## src/rtl/io_pins_sampler_pkg.sv

```systemverilog
// io_pins_sampler_pkg
//   Shared constants for the GPIO readback sampler:
//   - bank geometry
//   - serial register addresses of the sampler registers
//   - edge-config record layout
//   - arming-delay helper
//   Optional build macro: IO_SAMPLER_DEBOUNCE_EN adds the debounce filter,
//   which lengthens the arming delay.
package io_pins_sampler_pkg;

    localparam int NUM_BANKS = 4;
    localparam int BANK_W    = 16;
    localparam int ADDR_W    = 7;
    localparam int DATA_W    = 32;

    // Register map of the sampler, next to the output-enable registers.
    localparam logic [ADDR_W-1:0] FR_IO_EDGE_CFG   = 7'h30;
    localparam logic [ADDR_W-1:0] FR_IO_CHG_CLR_01 = 7'h31;
    localparam logic [ADDR_W-1:0] FR_IO_CHG_CLR_23 = 7'h32;
    localparam logic [ADDR_W-1:0] FR_IO_SNAP       = 7'h33;

    // Layout of FR_IO_EDGE_CFG data[7:0].
    typedef struct packed {
        logic [NUM_BANKS-1:0] fall_en;
        logic [NUM_BANKS-1:0] rise_en;
    } edge_cfg_t;

    // The synchroniser plus the prev register needs 3 cycles to hold
    // real pin levels. The debounce filter starts at 0, so it needs
    // DEBOUNCE_CYCLES more cycles before it can follow a pin that was
    // already high at reset.
    localparam int SYNC_ARM_CYCLES = 3;

    function automatic int arm_cycles(input bit debounce_en, input int debounce_cycles);
        return debounce_en ? SYNC_ARM_CYCLES + debounce_cycles : SYNC_ARM_CYCLES;
    endfunction

endpackage

```

## src/rtl/io_pins_sampler_if.sv

```systemverilog
// io_pins_sampler_if
//   Serial register write bus shared with the output-enable block.
//   serial_addr   : register address
//   serial_data   : write data
//   serial_strobe : one-cycle write strobe
//   Modports:
//   - master : the host side that drives the writes
//   - slave  : the sampler side that receives them
interface io_pins_sampler_if;
    import io_pins_sampler_pkg::*;

    logic [ADDR_W-1:0] serial_addr;
    logic [DATA_W-1:0] serial_data;
    logic              serial_strobe;

    modport master (output serial_addr, output serial_data, output serial_strobe);
    modport slave  (input  serial_addr, input  serial_data, input  serial_strobe);
endinterface

```

## src/rtl/io_sync_edge.sv

```systemverilog
// io_sync_edge
//   One 16-bit pin bank. The bank contains:
//   - a two-flop synchroniser
//   - an optional debounce filter
//   - the prev register
//   - sticky change flags with per-bank rise/fall enables and a
//     write-1-to-clear mask
//   Ports:
//     clock, reset  : system clock, asynchronous active-high reset
//     pins          : raw asynchronous pin values
//     armed         : edge detection allowed
//     rise_en       : bank rise enable
//     fall_en       : bank fall enable
//     clr           : clear mask, one bit per pin
//     level         : current (synchronised or filtered) level
//     chg           : sticky change flags
//   Optional build macro: IO_SAMPLER_DEBOUNCE_EN adds the filter. Each bit
//   gets a 4-bit counter between the synchroniser and the edge detector.
module io_sync_edge
    import io_pins_sampler_pkg::*;
#(
    parameter int W = BANK_W
`ifdef IO_SAMPLER_DEBOUNCE_EN
    ,
    parameter int DEBOUNCE_CYCLES = 8
`endif
)
(
    input  logic         clock,
    input  logic         reset,
    input  logic [W-1:0] pins,
    input  logic         armed,
    input  logic         rise_en,
    input  logic         fall_en,
    input  logic [W-1:0] clr,
    output logic [W-1:0] level,
    output logic [W-1:0] chg
);

    logic [W-1:0] sync1, sync2, prev, rise, fall, set;

    always_ff @(posedge clock or posedge reset) begin
        if (reset) begin
            sync1 <= '0;
            sync2 <= '0;
        end else begin
            sync1 <= pins;
            sync2 <= sync1;
        end
    end

`ifdef IO_SAMPLER_DEBOUNCE_EN
    localparam logic [3:0] CNT_LAST = 4'(DEBOUNCE_CYCLES - 1);

    logic [W-1:0]      filt;
    logic [W-1:0][3:0] cnt;

    // The filtered bit flips on the DEBOUNCE_CYCLES-th consecutive
    // differing sample. Any agreeing sample restarts the count.
    always_ff @(posedge clock or posedge reset) begin
        if (reset) begin
            filt <= '0;
            cnt  <= '0;
        end else begin
            for (int i = 0; i < W; i++) begin
                if (sync2[i] != filt[i]) begin
                    if (cnt[i] == CNT_LAST) begin
                        filt[i] <= sync2[i];
                        cnt[i]  <= '0;
                    end else begin
                        cnt[i] <= cnt[i] + 4'd1;
                    end
                end else begin
                    cnt[i] <= '0;
                end
            end
        end
    end

    assign level = filt;
`else
    assign level = sync2;
`endif

    assign rise = level & ~prev;
    assign fall = ~level & prev;
    assign set  = armed ? ((rise & {W{rise_en}}) | (fall & {W{fall_en}})) : '0;

    // Set is OR-ed in after the clear, so a new event that arrives in the
    // same cycle as a clear is not lost.
    always_ff @(posedge clock or posedge reset) begin
        if (reset) begin
            prev <= '0;
            chg  <= '0;
        end else begin
            prev <= level;
            chg  <= (chg & ~clr) | set;
        end
    end

endmodule

```

## src/rtl/io_pins_sampler.sv

```systemverilog
// io_pins_sampler
//   GPIO readback: samples the four 16-bit pin banks, latches per-pin
//   edge events, and provides coherent snapshots for the host readback mux.
//   Ports:
//     clock, reset   : system clock, asynchronous active-high reset
//     io_0..io_3     : pin banks (asynchronous to clock)
//     bus            : serial register write bus (slave modport)
//     snap_01/23     : {io_1,io_0} / {io_3,io_2} snapshot, taken on FR_IO_SNAP
//     chg_01/23      : sticky change flags of the same pairs
//     io_irq         : OR of all change flags, registered
//   Optional build macro: IO_SAMPLER_DEBOUNCE_EN enables the debounce
//   filter (DEBOUNCE_CYCLES, 2..15).
module io_pins_sampler
    import io_pins_sampler_pkg::*;
#(
    parameter int DEBOUNCE_CYCLES = 8
)
(
    input  logic                clock,
    input  logic                reset,
    input  logic [BANK_W-1:0]   io_0,
    input  logic [BANK_W-1:0]   io_1,
    input  logic [BANK_W-1:0]   io_2,
    input  logic [BANK_W-1:0]   io_3,
    io_pins_sampler_if.slave    bus,
    output logic [2*BANK_W-1:0] snap_01,
    output logic [2*BANK_W-1:0] snap_23,
    output logic [2*BANK_W-1:0] chg_01,
    output logic [2*BANK_W-1:0] chg_23,
    output logic                io_irq
);

`ifdef IO_SAMPLER_DEBOUNCE_EN
    localparam bit DEB_EN = 1'b1;
`else
    localparam bit DEB_EN = 1'b0;
`endif
    localparam int         ARM_CYCLES = arm_cycles(DEB_EN, DEBOUNCE_CYCLES);
    localparam logic [4:0] ARM_LAST   = 5'(ARM_CYCLES);

    logic [NUM_BANKS-1:0][BANK_W-1:0] pins, level, chg, clr, snap;
    logic [4:0] arm_cnt;
    logic       armed;
    edge_cfg_t  cfg;
    logic       wr_cfg, wr_clr01, wr_clr23, wr_snap;

    assign pins = {io_3, io_2, io_1, io_0};

    assign wr_cfg   = bus.serial_strobe && (bus.serial_addr == FR_IO_EDGE_CFG);
    assign wr_clr01 = bus.serial_strobe && (bus.serial_addr == FR_IO_CHG_CLR_01);
    assign wr_clr23 = bus.serial_strobe && (bus.serial_addr == FR_IO_CHG_CLR_23);
    assign wr_snap  = bus.serial_strobe && (bus.serial_addr == FR_IO_SNAP);

    // Edge detection stays off until the pipeline holds real post-reset
    // levels. Otherwise a pin that is high at reset would look like a rise.
    assign armed = (arm_cnt == ARM_LAST);

    always_ff @(posedge clock or posedge reset) begin
        if (reset)       arm_cnt <= '0;
        else if (!armed) arm_cnt <= arm_cnt + 5'd1;
    end

    always_ff @(posedge clock or posedge reset) begin
        if (reset)       cfg <= '0;
        else if (wr_cfg) cfg <= bus.serial_data[7:0];
    end

    always_comb begin
        clr = '0;
        if (wr_clr01) clr[1:0] = bus.serial_data;
        if (wr_clr23) clr[3:2] = bus.serial_data;
    end

    for (genvar b = 0; b < NUM_BANKS; b++) begin : g_bank
        io_sync_edge #(
            .W(BANK_W)
`ifdef IO_SAMPLER_DEBOUNCE_EN
            ,
            .DEBOUNCE_CYCLES(DEBOUNCE_CYCLES)
`endif
        ) u_bank (
            .clock   (clock),
            .reset   (reset),
            .pins    (pins[b]),
            .armed   (armed),
            .rise_en (cfg.rise_en[b]),
            .fall_en (cfg.fall_en[b]),
            .clr     (clr[b]),
            .level   (level[b]),
            .chg     (chg[b])
        );
    end

    // All 64 bits are taken on the same edge, so each half is coherent.
    always_ff @(posedge clock or posedge reset) begin
        if (reset)        snap <= '0;
        else if (wr_snap) snap <= level;
    end

    always_ff @(posedge clock or posedge reset) begin
        if (reset) io_irq <= 1'b0;
        else       io_irq <= |chg;
    end

    assign snap_01 = snap[1:0];
    assign snap_23 = snap[3:2];
    assign chg_01  = chg[1:0];
    assign chg_23  = chg[3:2];

endmodule
```

## src/flat_wrapper.sv

```systemverilog
// flat-port wrapper written by rule: the top's interface ports become plain ports
module io_pins_sampler_flat import io_pins_sampler_pkg::*;
#(
    parameter int DEBOUNCE_CYCLES = 8
)
  (clock, reset, io_0, io_1, io_2, io_3, snap_01, snap_23, chg_01, chg_23, io_irq, bus_serial_addr, bus_serial_data, bus_serial_strobe);
  io_pins_sampler_if bus_i ();
  input  logic clock;
  input  logic reset;
  input  logic [BANK_W-1:0] io_0;
  input  logic [BANK_W-1:0] io_1;
  input  logic [BANK_W-1:0] io_2;
  input  logic [BANK_W-1:0] io_3;
  output logic [2*BANK_W-1:0] snap_01;
  output logic [2*BANK_W-1:0] snap_23;
  output logic [2*BANK_W-1:0] chg_01;
  output logic [2*BANK_W-1:0] chg_23;
  output logic io_irq;
  input wire logic [$bits(bus_i.serial_addr)-1:0] bus_serial_addr;
  input wire logic [$bits(bus_i.serial_data)-1:0] bus_serial_data;
  input wire logic [$bits(bus_i.serial_strobe)-1:0] bus_serial_strobe;
  assign bus_i.serial_addr = bus_serial_addr;
  assign bus_i.serial_data = bus_serial_data;
  assign bus_i.serial_strobe = bus_serial_strobe;
  io_pins_sampler #(.DEBOUNCE_CYCLES(DEBOUNCE_CYCLES)) u_core (.clock(clock), .reset(reset), .io_0(io_0), .io_1(io_1), .io_2(io_2), .io_3(io_3), .bus(bus_i), .snap_01(snap_01), .snap_23(snap_23), .chg_01(chg_01), .chg_23(chg_23), .io_irq(io_irq));
endmodule
```

## config.mk

```make
export PLATFORM = sky130hd
export DESIGN_NAME = io_pins_sampler_flat
export DESIGN_NICKNAME = d
export VERILOG_FILES = /design/src/rtl/io_pins_sampler_pkg.sv /design/src/rtl/io_pins_sampler_if.sv /design/src/rtl/io_sync_edge.sv /design/src/rtl/io_pins_sampler.sv /design/src/flat_wrapper.sv
export SDC_FILE = /design/constraint.sdc
export NUM_CORES = 1
export LEC_CHECK = 0
export BUFFER_PORTS_ARGS = -buffer_cell sky130_fd_sc_hd__buf_2
export CORE_MARGIN = 5
export CORE_UTILIZATION = 44
export DETAILED_ROUTE_END_ITERATION = 16
export GPL_TIMING_DRIVEN = 0
export PLACE_DENSITY_LB_ADDON = 0.12
export SYNTH_ARGS = -nofsm -noshare
export SYNTH_HDL_FRONTEND = slang
export SYNTH_HIERARCHICAL = 1
export SYNTH_SLANG_ARGS = --single-unit
```

## constraint.sdc

```tcl
create_clock -name clock -period 6.75 [get_ports clock]
set_input_delay 0.675 -clock clock [delete_from_list [all_inputs] [get_ports clock]]
set_output_delay 0.675 -clock clock [all_outputs]
set_load 0.05 [all_outputs]
```

======== Word level (Yosys, flattened, before mapping) ========
Index checks and enable logic that the tools add are counted.
word-level totals
  word-level logic and storage cells ...... 81
  input port bits ......................... 106
  bits in registers ....................... 334
  output and inout port bits .............. 129
operators by class
  bitwise gates (word level) .............. 40
  add/sub/neg operators ................... 1
  equality and inequality tests ........... 5
  reduce and logical (&&, ||, !) cells .... 5
  muxes and demuxes ....................... 6
operator list
  operator                                                         count
  16-bit bitwise AND                                               20
  16-bit inverter                                                  12
  16-bit bitwise OR                                                8
  16-bit two-way mux                                               4
  32-bit two-way mux                                               2
  64-bit OR reduction                                              1
  7-bit by 6-bit == test with 1-bit output, second input constant  4
  5-bit by 1-bit adder with 5-bit output, second input constant    1
  5-bit by 2-bit == test with 1-bit output, second input constant  1
  1-bit logical AND                                                4

======== Longest topological paths before layout ========
  word-level depth ........................ 6
  gate-level depth with buffers ........... 6
  gate-level depth less buffers ........... 5

======== Cells and area by module ========
The synthesis kept the hierarchy.
by module, submodules not included
  module           area an instance (µm²)  instances  cells each  sequential area each (µm²)
  io_sync_edge     2114.5                  4          136         1601.5
  io_pins_sampler  3597.2                  1          269         1951.9

======== Worst setup path before layout ========
No wires, ideal clock.
  path kind ............................... flip-flop to flip-flop
  start ................................... reg u_core.arm_cnt[0]
  end ..................................... reg u_core.g_bank[0].u_bank.chg[10]
  arrival ................................. 2296 ps
  cell stages (with the launch flop) ...... 7
  library setup time ...................... 69 ps
  clock period less this slack ............ 2364 ps
  data required time ...................... 6681 ps
  path buffers ............................ 1
  slack ................................... 4386 ps
  cell sequence ........................... dfrtp_1 -> ha_1 -> nand2b_1 -> nor3_1 -> buf_2 -> nand4b_1 -> nand3_1
between the ends
  longest elaborated chain between the ends .. 3
ends and longest elaborated chain
  what                                      line                   source
  start, declared                           io_pins_sampler.sv:42  logic [4:0] arm_cnt;
  start signal, assigned                    io_pins_sampler.sv:60  else if (!armed) arm_cnt <= arm_cnt + 5'd1;
  5-bit by 2-bit == test with 1-bit output  io_pins_sampler.sv:56  assign armed = (arm_cnt == ARM_LAST);
  named net u_core.armed                    io_pins_sampler.sv:43  logic armed;
  16-bit two-way mux                        io_sync_edge.sv:87     assign set = armed ? ((rise & {W{rise_en}}) | (fall & {W{fall_en}})) : '0;
  16-bit bitwise OR                         io_sync_edge.sv:97     chg <= (chg & ~clr) | set;
  end signal, assigned                      io_sync_edge.sv:97
  end, declared                             io_sync_edge.sv:37     output logic [W-1:0] chg
The timed path passes the listed nets, and every way through them passes these cells.
A chain may end at the register's enable or synchronous reset.

==> metrics.md <==
| Metric | Value |
|---|---|
| Status | `finished clean` |
| Clock-pin slew on the worst setup and hold paths | `60 ps` |
| DP HPWL | `~22 mm` |
| Commonest non-fill, non-tap cell in the layout | `dfrtp_1` |
| Crit Path Category | `primary input to register` |
| Final GP Congestion | `0.796` |
| Total grt overflow | `0` |
| Core area | `about 27000 µm²` |
| CTS tree | `yes` |
| Critical path arrival | `2650 ps` |
| LEAKAGE | `6.84 nW` |
| MaxCap Viol Count | `0` |
| Area growth syn-to-layout | `25.0%` |
| Hold_buf cts | `0` |
| Vias | `7433` |
| Critical path, cell by cell | `buf_2 -> or2_4 -> nor4_1 -> clkbuf_1 -> and2_1 -> nand2b_1 -> nand3_1` |
| Slew margin rel. | `about 32%` |
| Post-Layout Inst Area | `15100 µm²` |
| PD cells | `315 nW/µm²` |
| Clock Tree Buf Depth | `3` |
| Root Driver | `clkbuf_16` |
| Synth top area cells | `dfrtp_1 69%, nand4b_1 9.3%, mux2_2 5.5%` |
| Post-cts resize count | `0` |
| Hold WC Path Type | `primary input to register` |
| Final net count | `1199` |
| Multi-input gate area | `3380 µm²` |
| Worst vdd ir | `0.000221 V` |
| Die height | `176 µm` |
| Netlist cell types | `28` |
| Worst path slowest cell | `nor4_1` |
| CP max FO | `10` |
| Post-synth top area cell | `dfrtp_1` |
| Most frequent cells in the layout | `334 x dfrtp_1, 238 x buf_2, 128 x nand4b_1` |
| Vias/cell | `5.07` |
| Fin crit period | `2270 ps` |
| Setup repair after global routing missed its margin | `false` |
| Vias in the first global route | `7946` |
| Crit path largest cell delay | `830 ps` |
| Fmax | `approximately 0.44 GHz` |
| Seq. cell area | `8360 µm²` |
| Largest net degree at the start of global routing | `47` |
| Row cnt | `60` |
| Mapped cell area | `12100 µm²` |
| Post-synth top area share | `69.3%` |
| Post-DRT Antenna Nets | `0` |
| Seq/Total Area, Yosys | `69.3%` |
| First-pass GRT wire length | `46.9 mm` |
| Number of fill cells in the layout | `2291` |
| Post-CTS setup buffers | `0` |
| Fin. Hold Viols | `0` |
| Drt drc | `0` |
| Initial DRC count | `421` |
| Port Buffers | `roughly 230` |
| Placed cell area | `approximately 14000 µm²` |
| Die Wd | `176 µm` |
| Worst-Skew Late Latency | `510 ps` |
| Share of layout cells above drive strength 1 | `37.1%` |
| Initial Util | `44.7%` |
| Slew @ Worst Pin | `1000 ps` |
| CTS Sinks | `334` |
| Syn Inst Count | `813` |
| Initial antenna violation count | `6` |
| Clk_skew | `22.5 ps` |
| Pre-Repair DR Iteration Count | `4` |
| All-layer global routing usage | `19.6%` |
| Routed len/inst | `20.5 µm` |
| Syn avg cell area | `14.8 µm²` |
| Die Area | `30800 µm²` |
| CP endpoint kind | `register` |
| Crit path launch type | `primary input` |
| Slew Limit Fails | `0` |
| Critical Path RT | `7130 ps` |
| Syn nets | `920` |
| Synth warn | `6` |
| Min Hold Slack | `267 ps` |
| Final setup viols | `0` |
| H-tree depth | `2` |
| I/O pin total | `about 240` |
| Final Core Density | `55.9%` |
| Synth Register Bits | `~330` |
| Setup TNS | `0 ps` |
| Final worst path period share | `33.6%` |
| Final wirelength | `30.0 mm` |
| Num CTS Buffers | `37` |
## logic make-up after synthesis
family          synth area share [%]
simple gates                    20.6
fa+ha+maj                      0.104
mux                             7.07
compound gates                0.0415
flops                           69.3
buf+inv                         2.65
xor+xnor                       0.218
## registers in the layout (all words and copies together), names as in the netlist
signal,count
u_core/g_bank.u_bank/sync1,64
u_core/g_bank.u_bank/prev,64
u_core/snap_23,32
u_core/io_irq,1
u_core/arm_cnt,5
u_core/snap_01,32
u_core/cfg,8
u_core/g_bank.u_bank/level,64
u_core/g_bank.u_bank/chg,64
## Yosys cell counts
cell type / number
ha_1: 1
buf_2: 4
inv_1: 6
mux2_2: 59
xnor2_1: 3
clkbuf_2: 8
nor2_1: 1
nand4b_1: 128
buf_4: 12
mux2_1: 6
nand2b_1: 66
nor3_4: 1
or4_1: 1
nor3_1: 1
nand4b_2: 1
or2_4: 1
dfrtp_1: 334
nand3_1: 66
mux2_4: 8
nor4_1: 17
and2_1: 64
buf_6: 11
clkbuf_1: 6
nand2_1: 1
or4_4: 1
nand4_1: 4
o21ai_0: 1
nor4b_2: 1
## final timing paths
kind | slack [ps] | cells past startpoint | to | start
hold / removal | 270 | 1 | u_core/g_bank[2].u_bank/sync1[4] | io_2[4]
min in group asynchronous | 290 | 2 | u_core/snap_23[18] | reset
hold reg to reg | 330 | 0 | u_core/g_bank[2].u_bank/level[0] | u_core/g_bank[2].u_bank/sync1[0]
max in group asynchronous | 5780 | 3 | u_core/g_bank[0].u_bank/chg[9] | reset
setup / recovery | 4480 | 7 | u_core/g_bank[1].u_bank/chg[4] | bus_serial_addr[3]
setup reg to reg | 4590 | 7 | u_core/g_bank[0].u_bank/chg[12] | u_core/arm_cnt[0]
## cell type report
class                           instances  share of cell area [%]
Sequential cell                       334                    55.5
Antenna cell                            6                  0.0997
Buffer                                 41                    1.97
Multi-Input combinational cell        432                    22.5
Clock inverter                         20                    1.61
Inverter                                6                   0.166
Timing Repair Buffer                  240                    8.56
Clock buffer                           45                    6.83
Tap cell                              341                    2.83
## metal layers
| layer | vias to the layer above | wire, µm | track usage (%) |
|---|---|---|---|
| li1 | 3500 | - | - |
| met1 | 3696 | 13600 | 27.3 |
| met2 | 191 | 14300 | 31.0 |
| met3 | 46 | 1330 | 3.42 |
| met4 | 0 | 848 | 7.34 |
| met5 | - | 0 | 0 |
## where the power goes
group | total [W] | switching [W] | internal [W]
logic | 0.000480 | 0.000344 | 0.000136
registers | 0.00221 | 0.0000840 | 0.00212
clock network | 0.00206 | 0.000780 | 0.00128
## per-stage QoR
step           instances  setup WS (ps)  power, W
3_5_place_dp        1394           3930   0.00273
5_1_grt             1465           4410   0.00494
2_1_floorplan        813           4080   0.00255
6_report            1465           4480   0.00475
4_1_cts             1459           4470   0.00481
3_3_place_gp        1388           2510   0.00272
## worst max-delay path: cells and delay by family
family | cells | cell delay [ps]
and+or+nand+nor | 5 | 1510
buffers and inverters | 2 | 460
(Power assumes the default switching activity.)
